[src/rtl/stopwatch_pkg.sv]
// Shared types and limits for the stopwatch controller and its time counter.
package stopwatch_pkg;

  // Display bus widths, shared with the seven-segment display driver.
  localparam int MIN_W = 6;
  localparam int SEC_W = 6;
  localparam int CS_W  = 7;

  localparam logic [CS_W-1:0]  CS_MAX  = 7'd99;
  localparam logic [SEC_W-1:0] SEC_MAX = 6'd59;

  typedef enum logic [1:0] {
    ST_IDLE  = 2'd0,
    ST_RUN   = 2'd1,
    ST_LAP   = 2'd2,
    ST_PAUSE = 2'd3
  } state_t;

  typedef struct packed {
    logic [MIN_W-1:0] min;
    logic [SEC_W-1:0] sec;
    logic [CS_W-1:0]  cs;
  } time_t;

endpackage

[src/rtl/stopwatch_time_counter.sv]
// Cascaded centisecond / second / minute counter with overflow handling.
// ovf is a combinational pulse marking the tick that steps past MAX_MIN:59.99.
module stopwatch_time_counter
  import stopwatch_pkg::*;
#(
  parameter int unsigned MAX_MIN  = 59,
  parameter bit          SATURATE = 1'b1
) (
  input  logic  clk,
  input  logic  rst_n,
  input  logic  en,
  input  logic  clr,
  output time_t value,
  output logic  ovf
);

  localparam logic [MIN_W-1:0] MIN_TOP = MIN_W'(MAX_MIN);

  logic at_max;

  assign at_max = (value == {MIN_TOP, SEC_MAX, CS_MAX});
  assign ovf    = en && !clr && at_max;

  // Advance the cascade on each enabled tick; clear wins over counting.
  always_ff @(posedge clk) begin
    // NOTE: sequential state uses non-blocking assignments so every register
    // samples the pre-edge values, which is what makes the carry chain correct.
    if (!rst_n) begin
      value <= '0;
    end else if (clr) begin
      value <= '0;
    end else if (en) begin
      if (at_max) begin
        if (!SATURATE) value <= '0;
      end else if (value.cs != CS_MAX) begin
        value.cs <= value.cs + 7'd1;
      end else begin
        value.cs <= '0;
        if (value.sec != SEC_MAX) begin
          value.sec <= value.sec + 6'd1;
        end else begin
          value.sec <= '0;
          value.min <= value.min + 6'd1;
        end
      end
    end
  end

endmodule

[src/rtl/stopwatch_controller.sv]
// Run/pause/lap/clear sequencer: owns the FSM, the lap-hold register and the
// registered display bus; the live time lives in stopwatch_time_counter.
module stopwatch_controller
  import stopwatch_pkg::*;
#(
  parameter int unsigned MAX_MIN  = 59,
  parameter bit          SATURATE = 1'b1
) (
  input  logic       clk,
  input  logic       rst_n,
  input  logic       tick_cs,
  input  logic       btn_start_stop,
  input  logic       btn_lap,
  input  logic       btn_clear,
  output logic [5:0] minutes,
  output logic [5:0] seconds,
  output logic [6:0] centiseconds,
  output logic       running,
  output logic       lap_active,
  output logic       overflow
);

  state_t state;
  time_t  live;
  time_t  lap_q;
  logic   counting;
  logic   count_en;
  logic   count_clr;
  logic   ovf_pulse;

  // Counting follows the current state only, so a tick on the edge that
  // leaves RUN still counts and one on the edge that enters RUN is dropped.
  assign counting  = (state == ST_RUN) || (state == ST_LAP);
  assign count_en  = tick_cs && counting;
  assign count_clr = (state == ST_PAUSE) && btn_clear;

  stopwatch_time_counter #(
    .MAX_MIN  (MAX_MIN),
    .SATURATE (SATURATE)
  ) u_counter (
    .clk   (clk),
    .rst_n (rst_n),
    .en    (count_en),
    .clr   (count_clr),
    .value (live),
    .ovf   (ovf_pulse)
  );

  // Button sequencing (clear > start_stop > lap), lap capture and sticky overflow.
  always_ff @(posedge clk) begin
    if (!rst_n) begin
      state    <= ST_IDLE;
      lap_q    <= '0;
      overflow <= 1'b0;
    end else begin
      case (state)
        ST_IDLE: begin
          if (btn_start_stop) state <= ST_RUN;
        end
        ST_RUN: begin
          if (btn_start_stop) begin
            state <= ST_PAUSE;
          end else if (btn_lap) begin
            state <= ST_LAP;
            lap_q <= live;  // pre-increment value, independent of a same-cycle tick
          end
        end
        ST_LAP: begin
          if (btn_start_stop) state <= ST_PAUSE;
          else if (btn_lap)   state <= ST_RUN;
        end
        ST_PAUSE: begin
          if (btn_clear)           state <= ST_IDLE;
          else if (btn_start_stop) state <= ST_RUN;
        end
        default: state <= ST_IDLE;
      endcase

      if (count_clr)      overflow <= 1'b0;
      else if (ovf_pulse) overflow <= 1'b1;
    end
  end

  // Registered display bus and status flags, one cycle behind state and counter.
  always_ff @(posedge clk) begin
    if (!rst_n) begin
      minutes      <= '0;
      seconds      <= '0;
      centiseconds <= '0;
      running      <= 1'b0;
      lap_active   <= 1'b0;
    end else begin
      if (state == ST_LAP) begin
        minutes      <= lap_q.min;
        seconds      <= lap_q.sec;
        centiseconds <= lap_q.cs;
      end else begin
        minutes      <= live.min;
        seconds      <= live.sec;
        centiseconds <= live.cs;
      end
      running    <= counting;
      lap_active <= (state == ST_LAP);
    end
  end

endmodule

[config.mk]
export PLATFORM = sky130hd
export DESIGN_NAME = stopwatch_controller
export DESIGN_NICKNAME = d
export VERILOG_FILES = /design/src/rtl/stopwatch_pkg.sv /design/src/rtl/stopwatch_time_counter.sv /design/src/rtl/stopwatch_controller.sv
export SDC_FILE = /design/constraint.sdc
export NUM_CORES = 1
export LEC_CHECK = 0
export BUFFER_PORTS_ARGS = -buffer_cell sky130_fd_sc_hd__buf_4
export CORE_ASPECT_RATIO = 1.4
export CORE_MARGIN = 2
export CORE_UTILIZATION = 35
export CTS_CLUSTER_SIZE = 24
export DETAILED_ROUTE_END_ITERATION = 10
export HOLD_SLACK_MARGIN = 0.12
export PLACE_DENSITY = 0.56
export SLEW_MARGIN = 20
export SYNTH_ARGS = -nofsm -noshare
export SYNTH_HDL_FRONTEND = slang
export SYNTH_SLANG_ARGS = --single-unit
[constraint.sdc]
create_clock -name clk -period 2.8 [get_ports clk]
set_clock_uncertainty 0.15 [all_clocks]
set_input_delay 0.28 -clock clk [delete_from_list [all_inputs] [get_ports clk]]
set_output_delay 0.28 -clock clk [all_outputs]
set_load 0.005 [all_outputs]
Word-level counts from Yosys, hierarchy flattened
Index checks and enable logic that the tools add are counted.
{"block": "word_totals", "register_bits": 62, "out_inout_bits": 22, "elab_cells": 54}
{"block": "classes", "addsub": 3, "eq_ne": 8, "muxes": 12, "n_bitwise": 5, "reduce_logical": 13}
{"cell": "19-bit equality test, second input constant", "n": 1}
{"cell": "6-bit 2-to-1 mux", "n": 3}
{"cell": "7-bit 2-to-1 mux", "n": 2}
{"cell": "6-bit by 1-bit adder with 6-bit output, second input constant", "n": 2}
{"cell": "2-bit 2-to-1 mux", "n": 6}
{"cell": "2-bit one-hot mux with 4 select lines", "n": 1}
{"cell": "7-bit by 1-bit adder with 7-bit output, second input constant", "n": 1}
{"cell": "7-bit inequality test, second input constant", "n": 1}
{"cell": "3-bit inequality test, second input constant", "n": 2}
{"cell": "6-bit inequality test, second input constant", "n": 1}
{"cell": "3-bit AND reduction", "n": 2}
{"cell": "1-bit inverter", "n": 5}
{"cell": "2-bit equality test, second input constant", "n": 2}
{"cell": "1-bit logical AND", "n": 4}
{"cell": "2-bit AND reduction", "n": 2}
{"cell": "4-bit AND reduction", "n": 1}
{"cell": "2-bit by 1-bit equality test with 1-bit output, second input constant", "n": 1}
{"cell": "2-bit zero test", "n": 1}
{"cell": "2-bit OR reduction", "n": 1}
{"cell": "1-bit zero test", "n": 1}
{"cell": "1-bit logical OR", "n": 1}

Logic depth before layout (Yosys ltp)
Gate-level depths: netlist of run 1.
{"block": "logic_depth", "depth_word": 5, "ltp_mapped": 8, "mapped_depth_nobuf": 6}

Modules after synthesis
From an unflattened synthesis of run 1, not the netlist that was laid out.
{"block": "unflattened", "cells_unflattened": 297, "area_unflattened_um2": 2665.1}
{"mod": "stopwatch_controller", "instances": 1, "cells_each": 176, "area_per_inst_um2": 1636.6, "seq_area_each_um2": 860.8}
{"mod": "stopwatch_time_counter", "instances": 1, "cells_each": 121, "area_per_inst_um2": 1028.5, "seq_area_each_um2": 380.4}

Least setup slack after synthesis of run 1
OpenSTA, ideal clock, no wires.
{"block": "synth_path", "path_type": "flip-flop to flip-flop", "start": "register state[0]", "end": "register u_counter.value[17] in the netlist's numbering", "arrival_ns": 1.793, "required_time_ns": 2.580, "path_slack_ns": 0.786, "path_stages_with_launch": 9, "n_path_buf": 2, "synth_period_minus_slack_ns": 2.014, "cell_sequence": "dfxtp_1 -> inv_1 -> ha_1 -> and2_1 -> buf_4 -> nand3_2 -> buf_4 -> or4_1 -> a21oi_1"}
{"block": "synth_between", "elab_chain_len": 4, "elab_cells_between_ends": 8}
{"item": "from (decl)", "line_no": "stopwatch_controller.sv:23", "source": "state_t state;"}
{"item": "from (signal assigned)", "line_no": "stopwatch_controller.sv:52", "source": "state <= ST_IDLE;"}
{"item": "from (signal assigned)", "line_no": "stopwatch_controller.sv:58", "source": "if (btn_start_stop) state <= ST_RUN;"}
{"item": "from (signal assigned)", "line_no": "stopwatch_controller.sv:62", "source": "state <= ST_PAUSE;"}
{"item": "2-bit by 1-bit equality test with 1-bit output / 2-bit equality test (equally long branches)", "line_no": "stopwatch_controller.sv:33", "source": "assign counting = (state == ST_RUN) || (state == ST_LAP);"}
{"item": "1-bit logical OR *", "line_no": "stopwatch_controller.sv:33"}
{"item": "via counting", "line_no": "stopwatch_controller.sv:26", "source": "logic counting;"}
{"item": "1-bit logical AND *", "line_no": "stopwatch_controller.sv:34", "source": "assign count_en = tick_cs && counting;"}
{"item": "4-bit AND reduction (no source line) *"}
{"item": "to (decl)", "line_no": "stopwatch_time_counter.sv:13", "source": "output time_t value,"}
The timed path passes the listed nets; every way through them passes the cells marked *.
A chain may end at the register's enable or synchronous reset.

Final worst setup path of run 1
{"block": "layout_path", "start": "register state[1]", "end": "register u_counter.value[16] in the netlist's numbering"}
Same word-level chain as after synthesis.

==> results of run 1 <==
-- cell families after synthesis --
kind of cell               Yosys count  synth area share [%]
DFF                                 62                  44.7
muxes                               22                  7.97
xor gates and xnor gates             2                 0.630
and+or+nand+nor                    129                  24.5
buffers and inverters               24                  4.41
AOI/OAI and AO/OA                   60                  14.6
adders and majority gates            7                  3.15
-- synthesized netlist by cell type, drive strengths merged, types with 2 or more instances --
cell type	instances	area [um2]
dfxtp	62	1240
o21a	2	15.0
xor2	2	17.5
nor3	4	20.0
nor2b	20	125
and3	3	18.8
nor2	10	45.0
buf	7	57.5
a31oi	2	12.5
o21ai	7	35.0
a21oi	14	70.1
and4	2	20.0
nand4b	3	26.3
mux2i	21	210
inv	4	15.0
and4b	3	31.3
o31ai	5	37.5
nand3	13	70.1
ha	7	87.6
nand2b	3	18.8
clkbuf	13	50.0
and2	3	18.8
or4	5	37.5
or3	3	18.8
nand2	50	188
o311a	2	20.0
nand4	5	31.3
a21boi	21	158
-- cell usage in the layout, fill, tap and decap left out, types with 2 or more instances in the layout --
master	netlist	final
sky130_fd_sc_hd__a31oi_1	2	2
sky130_fd_sc_hd__nand2b_1	3	3
sky130_fd_sc_hd__o21a_1	2	2
sky130_fd_sc_hd__ha_1	7	7
sky130_fd_sc_hd__o311a_1	2	2
sky130_fd_sc_hd__o21ai_0	6	6
sky130_fd_sc_hd__o31ai_1	5	5
sky130_fd_sc_hd__nand3_1	12	12
sky130_fd_sc_hd__or4_1	5	5
sky130_fd_sc_hd__nor3_1	4	4
sky130_fd_sc_hd__buf_4	2	30
sky130_fd_sc_hd__a21boi_0	21	21
sky130_fd_sc_hd__or3_1	3	3
sky130_fd_sc_hd__inv_1	4	4
sky130_fd_sc_hd__and4b_1	2	2
sky130_fd_sc_hd__and2_1	3	3
sky130_fd_sc_hd__nor2b_1	20	20
sky130_fd_sc_hd__xor2_1	2	2
sky130_fd_sc_hd__and3_1	3	3
sky130_fd_sc_hd__nand4_1	5	5
sky130_fd_sc_hd__a21oi_1	14	14
sky130_fd_sc_hd__mux2i_1	21	21
sky130_fd_sc_hd__nand2_1	50	50
sky130_fd_sc_hd__dfxtp_1	62	62
sky130_fd_sc_hd__nand4b_1	3	3
sky130_fd_sc_hd__clkbuf_8	0	13
sky130_fd_sc_hd__nor2_1	9	9
-- worst max path at each step --
stage             start                  end  slack (ns)  depth (start not counted)
2_1_floorplan  state[0]  u_counter.value[17]        0.79                          8
3_3_place_gp   state[0]  u_counter.value[17]        0.60                          6
3_5_place_dp   state[1]  u_counter.value[16]        0.55                          6
4_1_cts        state[1]  u_counter.value[16]        0.51                          6
5_1_grt        state[0]  u_counter.value[16]        0.32                          6
6_report       state[1]  u_counter.value[16]        0.52                          6
-- sequential cells by signal, summed over array words and instances (netlist names) --
| name | flops |
|---|---|
| running | 1 |
| centiseconds | 7 |
| lap_q | 19 |
| minutes | 6 |
| u_counter.value | 19 |
| state | 2 |
| seconds | 6 |
| lap_active | 1 |
| overflow | 1 |
-- power by group through the flow --
stage	registers [mW]	logic, mW	clock network, mW
global placement	0.918	0.0991	0
detailed placement	0.918	0.0998	0
CTS	0.898	0.100	0.877
finish	0.899	0.0996	0.847
floorplan	0.917	0.0703	0
global route	0.900	0.111	0.913
-- per-layer routing --
| layer | up-vias | track usage, % | routed length (um) | part of all wire (%) |
|---|---|---|---|---|
| met1 | 998 | 17.0 | 2710 | 47 |
| met5 | - | 0 | 0 | 0 |
| met2 | 48 | 21.4 | 2570 | 45 |
| li1 | 1126 | - | - | - |
| met3 | 12 | 5.25 | 311 | 5.4 |
| met4 | 0 | 9.73 | 157 | 2.7 |
-- cell type report --
type / count / area share [%]
Sequential cell: 62 / 38.3
Timing Repair Buffer: 30 / 6.95
Inverter: 4 / 0.463
Tap cell: 100 / 3.86
Multi-Input combinational cell: 220 / 43.7
Clock inverter: 2 / 1.16
Clock buffer: 14 / 5.63
==> impl_metrics.csv, run 1 <==
group,metric,value,unit
yosys,synth_area,2780,um2
layout,multi_input_comb_area,1420,um2
clock_network,root_buffer,"sky130_fd_sc_hd__clkbuf_8",
clock_network,tritoncts,"yes",
placement,place_hpwl,3890,um
layout,fill_cells,781,
critical_path,crit-reg2reg-capture,"u_counter.value[16]",
critical_path,crit_path_buffers_inverters,1,
power,p_leak,1.13,nW
route,drt-total-wl,5750,um
yosys,synth.yosys.seq_area_share,44.7,%
critical_path,worstSetupStartpointType,"flip-flop",
critical_path,required,2.92,ns
clock_network,cts_sinks,62,
sta,fin_ws,0.517,ns
sta,finalHoldWorstSlack,0.194,ns
die,dieHeight,109,um
power,sw_frac_of_total,21.9,%
grt,gr-usage-all-layers,14.3,%
clock_network,htreeDepth,3,
hold_path,hold_end,"state[1]",
sta,finalCriticalPeriod,2.28,ns
hold_path,timing.hold.worst_path_depth,2,
placement,placedInstanceArea,3020,um2
sta,timing.slew.headroom,45.7,%
route,detail_route_antenna_nets,0,
yosys,synth_cells,306,
sta,timing.final.crit_share,81.5,%
clock_network,ctsResizeCount,0,
route,routedWlPerCell,13.3,um
clock_network,cts_buffers,9,
yosys,asyncSetResetFlopFracSynth,0,%
hold_path,min_path_type,"in2reg",
layout,ratio_of_cells_with_drive_above_1_in_the_final_layout,15.7,%
yosys,dominantRegCellSynth,"sky130_fd_sc_hd__dfxtp_1",
placement,numPlacedInstances,416,
critical_path,critPathMaxStageDelay,0.55,ns
clock_network,cts_buffer_depth,2,
grt,global_route_wire_length_before_repair,9450,um
route,initialDrtViolationCount,96,
route,vias,2184,
sta,actual_transition_at_the_worst_max_transition_pin,0.813,ns
critical_path,worst-r2r-cell-count,6,
sta,grt_setup_unrepaired,"false",
power,clock_power_share,45.9,%
layout,insertedDiodeCount,0,
layout,area.sequential,1240,um2
route,route.detailed.drc,0,
critical_path,cp_slowest_cell,"sky130_fd_sc_hd__or4_1",
critical_path,cell_chain_critical_path,"inv_1 > ha_1 > and2_1 > nand3_2 > or4_1 > a21oi_1",
grt,grt-ovfl-total,0,
power,design_power_total,1.85,mW
power,share_comb_of_total_power,5.4,%
grt,grt_antenna_before_repair,0,
critical_path,critical_path.reg2reg.startpoint,"state[1]",
sta,timing.final.hold_violations,0,
power,switching_power,0.405,mW
power,internal_power,1.44,mW
critical_path,endpoint_kind,"flip-flop",
grt,grt_start_max_net_pins,45,
power,ir_worst_vdd,0.266,mV
power,power_per_cell_area,569,nW/um2
sta,timing.fmax,438,MHz
critical_path,critPathArrivalTime,2.40,ns
critical_path,crit_type,"reg2reg",
yosys,ys_warn_count,0,
critical_path,cpLargestDelayFamily,"simple AND/OR/NAND/NOR gates",
sta,totalNegativeSetupSlack,0,ns
placement,place_ws,0.550,ns
sta,final-setup-viol-count,0,
yosys,yosys_register_bits,62,
layout,final-instance-count-excl-fill,432,
die,io_pins,28,
yosys,post_synth.cell_area_avg,9.08,um2
yosys,synth-edff-count,0,
grt,number_of_global_route_vias_before_repair,1982,
status,outcome,"finished clean",
placement,routabilityCongestion,0.872,
die,floorplan_core_area,7750,um2
hold_path,origin_of_the_worst_min_delay_path,"rst_n",
yosys,postSynthNetCount,319,
sta,maxSlewViolCount,0,
layout,finish.instance_area,3240,um2
die,die_x,79.3,um
flow_run,cap_violations,0,
clock_network,cts_clk_pin_slew_worst_paths,0.07,ns
yosys,synth.distinct_cells,47,
critical_path,worst-path-max-fanout,11,
clock_network,cts_hold_repair.buffers,0,
die,rows,38,
layout,final_nets,340,
placement,portBuffers,27,
clock_network,cts_post_setup_buffers_inserted,0,
layout,finalCoreUtilization,41.8,%
die,starting_density,35.9,%
die,die-area,8680,um2
route,dr.pass1.iters,4,
route,viasPerCell,5.06,
power,power.sequential.fraction,48.7,%
critical_path,timing.reg2reg.setup_slack,0.52,ns
layout,area_growth,16.7,%
clock_network,worst_skew_pair.late_latency,0.35,ns
Power figures use the tool's default switching activity.
==> inputs of run 2 (changes only) <==
Clock period 2.8 ns to 2.3 ns, I/O delays scaled along.
==> impl_metrics.csv, run 2 (same netlist as run 1, synthesis figures left out) <==
group,metric,value,unit
critical_path,crit-reg2reg-capture,"u_counter.value[18]",
sta,timing.fmax,485,MHz
clock_network,root_buffer,"sky130_fd_sc_hd__clkbuf_8",
grt,number_of_global_route_vias_before_repair,2048,
sta,timing.final.crit_share,89.6,%
clock_network,cts_post_setup_buffers_inserted,0,
grt,gr-usage-all-layers,14.7,%
route,detail_route_antenna_nets,0,
critical_path,crit_type,"reg2reg",
hold_path,timing.hold.worst_path_depth,4,
grt,grt-ovfl-total,0,
critical_path,endpoint_kind,"flip-flop",
critical_path,critPathArrivalTime,2.18,ns
hold_path,hold_end,"state[0]",
route,drt-total-wl,5800,um
layout,final_nets,346,
grt,grt_antenna_before_repair,0,
clock_network,tritoncts,"yes",
die,starting_density,35.9,%
hold_path,origin_of_the_worst_min_delay_path,"btn_lap",
critical_path,timing.reg2reg.setup_slack,0.24,ns
status,outcome,"finished clean",
route,dr.pass1.iters,4,
die,die-area,8680,um2
route,vias,2220,
sta,totalNegativeSetupSlack,0,ns
placement,portBuffers,27,
placement,place_hpwl,4050,um
layout,area_growth,16.3,%
sta,maxSlewViolCount,0,
critical_path,worst-path-max-fanout,11,
die,die_x,79.3,um
layout,most_frequent_standard_cell_in_the_layout_excluding_fill_and_tap_cells,"sky130_fd_sc_hd__dfxtp_1",
power,power_per_cell_area,625,nW/um2
critical_path,worstSetupStartpointType,"flip-flop",
layout,final_cell_mix,"sky130_fd_sc_hd__dfxtp_1, sky130_fd_sc_hd__nand2_1, sky130_fd_sc_hd__buf_4",
clock_network,cts_sinks,62,
layout,reg_top3,"lap_q (19), u_counter.value (19), centiseconds (7)",
sta,finalCriticalPeriod,2.06,ns
route,viasPerCell,5.09,
placement,place_ws,0.200,ns
critical_path,required,2.42,ns
route,routedWlPerCell,13.3,um
layout,ratio_of_cells_with_drive_above_1_in_the_final_layout,16.1,%
clock_network,worst_skew_pair.late_latency,0.35,ns
grt,global_route_wire_length_before_repair,9610,um
clock_network,cts_clk_pin_slew_worst_paths,0.06,ns
grt,grt_start_max_net_pins,30,
clock_network,htreeDepth,3,
route,route.detailed.drc,0,
hold_path,min_path_type,"in2reg",
sta,timing.slew.headroom,64.7,%
sta,final-setup-viol-count,0,
flow_run,cap_violations,0,
power,design_power_total,2.02,mW
sta,actual_transition_at_the_worst_max_transition_pin,0.529,ns
clock_network,cts_buffers,9,
placement,routabilityCongestion,0.884,
sta,grt_setup_unrepaired,"false",
die,io_pins,28,
power,ir_worst_vdd,0.307,mV
die,dieHeight,109,um
die,floorplan_core_area,7750,um2
sta,fin_ws,0.239,ns
sta,timing.final.hold_violations,0,
layout,insertedDiodeCount,0,
die,rows,38,
critical_path,worst-r2r-cell-count,5,
clock_network,cts_buffer_depth,2,
power,p_leak,1.13,nW
route,initialDrtViolationCount,52,
critical_path,critical_path.reg2reg.startpoint,"u_counter.value[0]",
-- run 2: cell types whose count changed in the layout (fill, tap and decap cells not counted), sizes merged --
cell / change
dlygate4sd3: +1
clkinv: +2
clkinvlp: -1
bufinv: -1
clkbuf: -2
buf: +5
-- run 2: final cells by class --
class,count,area (um2)
tap,100,125
timing repair buffer,36,273
sequential,62,1240
clock inverter,2,10.0
clock buffer,12,145
fill,791,4520
inverter,4,15.0
multi-input combinational,220,1420
-- run 2: where the power goes --
part,total [mW],switching (mW),internal (mW)
logic,0.132,0.0751,0.0572
registers,1.09,0.00875,1.08
clock network,0.795,0.390,0.405
-- run 2: worst max path at each step --
| stage | from | end | cells after the start |
|---|---|---|---|
| finish | u_counter.value[0] | u_counter.value[18] | 5 |
| global route | state[0] | u_counter.value[17] | 6 |
| CTS | u_counter.value[0] | u_counter.value[14] | 5 |
| detailed placement | u_counter.value[0] | u_counter.value[14] | 5 |
| global placement | state[0] | u_counter.value[17] | 6 |
| floorplan | state[0] | u_counter.value[17] | 8 |
-- run 2: repair_timing --
action,4_1_cts,5_1_grt
setup endpoints to repair,0,1
hold endpoints to repair,14,0
resized for setup,0,1
hold buffers,1,0
-- run 2: critical path: stages, from the launching register on --
cell and delay, ns:
sky130_fd_sc_hd__dfxtp_1 0.44, sky130_fd_sc_hd__ha_1 0.27, sky130_fd_sc_hd__and4b_2 0.31, sky130_fd_sc_hd__nand3_4 0.15, sky130_fd_sc_hd__or4_1 0.52, sky130_fd_sc_hd__a21oi_1 0.14
-- run 2: routing by layer --
layer	GRT usage [%]	vias up	wire [um]
met4	8.74	0	122
met3	4.76	9	219
met2	22.9	36	2700
met5	0	-	0
li1	-	1132	-
met1	17.5	1043	2760
-- run 2: per-stage QoR --
stage               hold WS [ns]  cells  utilization [%]  cell area, um2
detailed placement         0.306    421             39.5            3060
global route               0.198    436             41.7            3230
CTS                        0.157    436             41.6            3220
global placement           0.299    421             39.5            3060
floorplan                  0.234    306                -            2780
finish                     0.175    436             41.7            3230
==> inputs of run 3 (changes only) <==
==> constraint.sdc (replaced) <==
create_clock -name clk -period 2.3 [get_ports clk]
set_clock_uncertainty 0.15 [all_clocks]
set_input_delay 0.575 -clock clk [delete_from_list [all_inputs] [get_ports clk]]
set_output_delay 0.575 -clock clk [all_outputs]
set_load 0.005 [all_outputs]
==> impl_metrics.csv, run 3 (same netlist as run 1, synthesis figures left out) <==
group,metric,value,unit
status,outcome,"finished clean",
critical_path,worst-path-max-fanout,11,
layout,ratio_of_cells_with_drive_above_1_in_the_final_layout,17.4,%
layout,insertedDiodeCount,0,
clock_network,worst_skew_pair.late_latency,0.35,ns
layout,area_growth,17.6,%
sta,finalHoldWorstSlack,0.315,ns
critical_path,worstSetupStartpointType,"flip-flop",
route,detail_route_antenna_nets,0,
sta,timing.final.crit_share,92.9,%
critical_path,critPathArrivalTime,2.27,ns
hold_path,min_path_type,"reg2reg",
route,route.detailed.drc,0,
route,dr.pass1.iters,4,
placement,placedInstanceArea,3080,um2
route,routedWlPerCell,13.0,um
clock_network,cts_buffers,9,
route,viasPerCell,5.09,
die,io_pins,28,
clock_network,cts_hold_repair.buffers,0,
sta,maxSlewViolCount,0,
grt,grt-ovfl-total,0,
grt,grt_start_max_net_pins,44,
critical_path,crit_type,"reg2reg",
clock_network,tritoncts,"yes",
clock_network,cts_clk_pin_slew_worst_paths,0.07,ns
die,rows,38,
layout,reg_top3,"lap_q (19), u_counter.value (19), centiseconds (7)",
placement,portBuffers,27,
power,ir_worst_vdd,0.276,mV
grt,number_of_global_route_vias_before_repair,2004,
die,starting_density,35.9,%
die,die-area,8680,um2
clock_network,cts_buffer_depth,2,
sta,final-setup-viol-count,0,
clock_network,htreeDepth,3,
route,vias,2241,
sta,timing.final.hold_violations,0,
critical_path,required,2.43,ns
power,p_leak,1.15,nW
critical_path,endpoint_kind,"flip-flop",
sta,finalCriticalPeriod,2.14,ns
die,dieHeight,109,um
die,floorplan_core_area,7750,um2
sta,actual_transition_at_the_worst_max_transition_pin,0.445,ns
placement,place_hpwl,3890,um
die,die_x,79.3,um
sta,totalNegativeSetupSlack,0,ns
grt,global_route_wire_length_before_repair,9540,um
route,initialDrtViolationCount,81,
layout,final_cell_mix,"sky130_fd_sc_hd__dfxtp_1, sky130_fd_sc_hd__nand2_1, sky130_fd_sc_hd__buf_4",
route,drt-total-wl,5740,um
flow_run,cap_violations,0,
clock_network,root_buffer,"sky130_fd_sc_hd__clkbuf_8",
sta,grt_setup_unrepaired,"false",
layout,most_frequent_standard_cell_in_the_layout_excluding_fill_and_tap_cells,"sky130_fd_sc_hd__dfxtp_1",
layout,finish.instance_area,3270,um2
sta,timing.fmax,468,MHz
layout,final_nets,348,
sta,timing.slew.headroom,70.1,%
grt,gr-usage-all-layers,14.3,%
grt,grt_antenna_before_repair,0,
power,power_per_cell_area,655,nW/um2
clock_network,cts_sinks,62,
placement,routabilityCongestion,0.875,
## run 3: cell type report
| cell class | count | area (um2) |
|---|---|---|
| timing repair buffer | 38 | 285 |
| tap | 100 | 125 |
| inverter | 4 | 15.0 |
| clock inverter | 4 | 47.5 |
| sequential | 62 | 1240 |
| multi-input combinational | 220 | 1420 |
| clock buffer | 12 | 135 |
| fill | 768 | 4480 |
## run 3: path summary, 6_finish.rpt
check / cells past startpoint / slack, ns / startpoint / to
min reg2reg: 2 / 0.31 / lap_q[8] / lap_q[8]
min: 2 / 0.31 / lap_q[8] / lap_q[8]
max: 6 / 0.16 / state[0] / u_counter.value[17]
max reg2reg: 6 / 0.16 / state[0] / u_counter.value[17]
## run 3: repair_timing
item | in CTS | in global routing
gates resized for setup | 0 | 1
endpoints found under the setup margin | 0 | 3
buffers inserted | 0 | 0
## run 3: routing by layer
| layer | routed length, um | part of all wire [%] | global-route usage (%) | vias up |
|---|---|---|---|---|
| met5 | 0 | 0 | 0 | - |
| met4 | 192 | 3.3 | 8.99 | 0 |
| met3 | 276 | 4.8 | 4.35 | 18 |
| li1 | - | - | - | 1143 |
| met2 | 2570 | 45 | 21.1 | 51 |
| met1 | 2700 | 47 | 18.1 | 1029 |
## run 3: report_power, final
part | internal, mW | leakage (nW) | total [mW] | switching, mW
registers | 1.08 | 0.500 | 1.09 | 0.00638
logic | 0.0605 | 0.560 | 0.138 | 0.0775
clock network | 0.497 | 0.0904 | 0.912 | 0.414
## run 3: worst max-delay path, cell delays in order, from the launching register on
cell                      delay, ns
sky130_fd_sc_hd__dfxtp_1       0.39
sky130_fd_sc_hd__inv_1         0.08
sky130_fd_sc_hd__ha_1          0.34
sky130_fd_sc_hd__and2_1        0.20
sky130_fd_sc_hd__nand3_2       0.21
sky130_fd_sc_hd__or4_1         0.55
sky130_fd_sc_hd__a21oi_1       0.15
## run 3: stage by stage
step / cells / util, % / total power, mW / worst slack (ns)
2_1_floorplan: 306 / - / 1.20 / 0.286
3_3_place_gp: 424 / 39.8 / 1.25 / 0.262
3_5_place_dp: 424 / 39.8 / 1.25 / 0.168
4_1_cts: 440 / 42.1 / 2.18 / 0.153
5_1_grt: 440 / 42.2 / 2.24 / 0.0192
6_report: 440 / 42.2 / 2.14 / 0.164
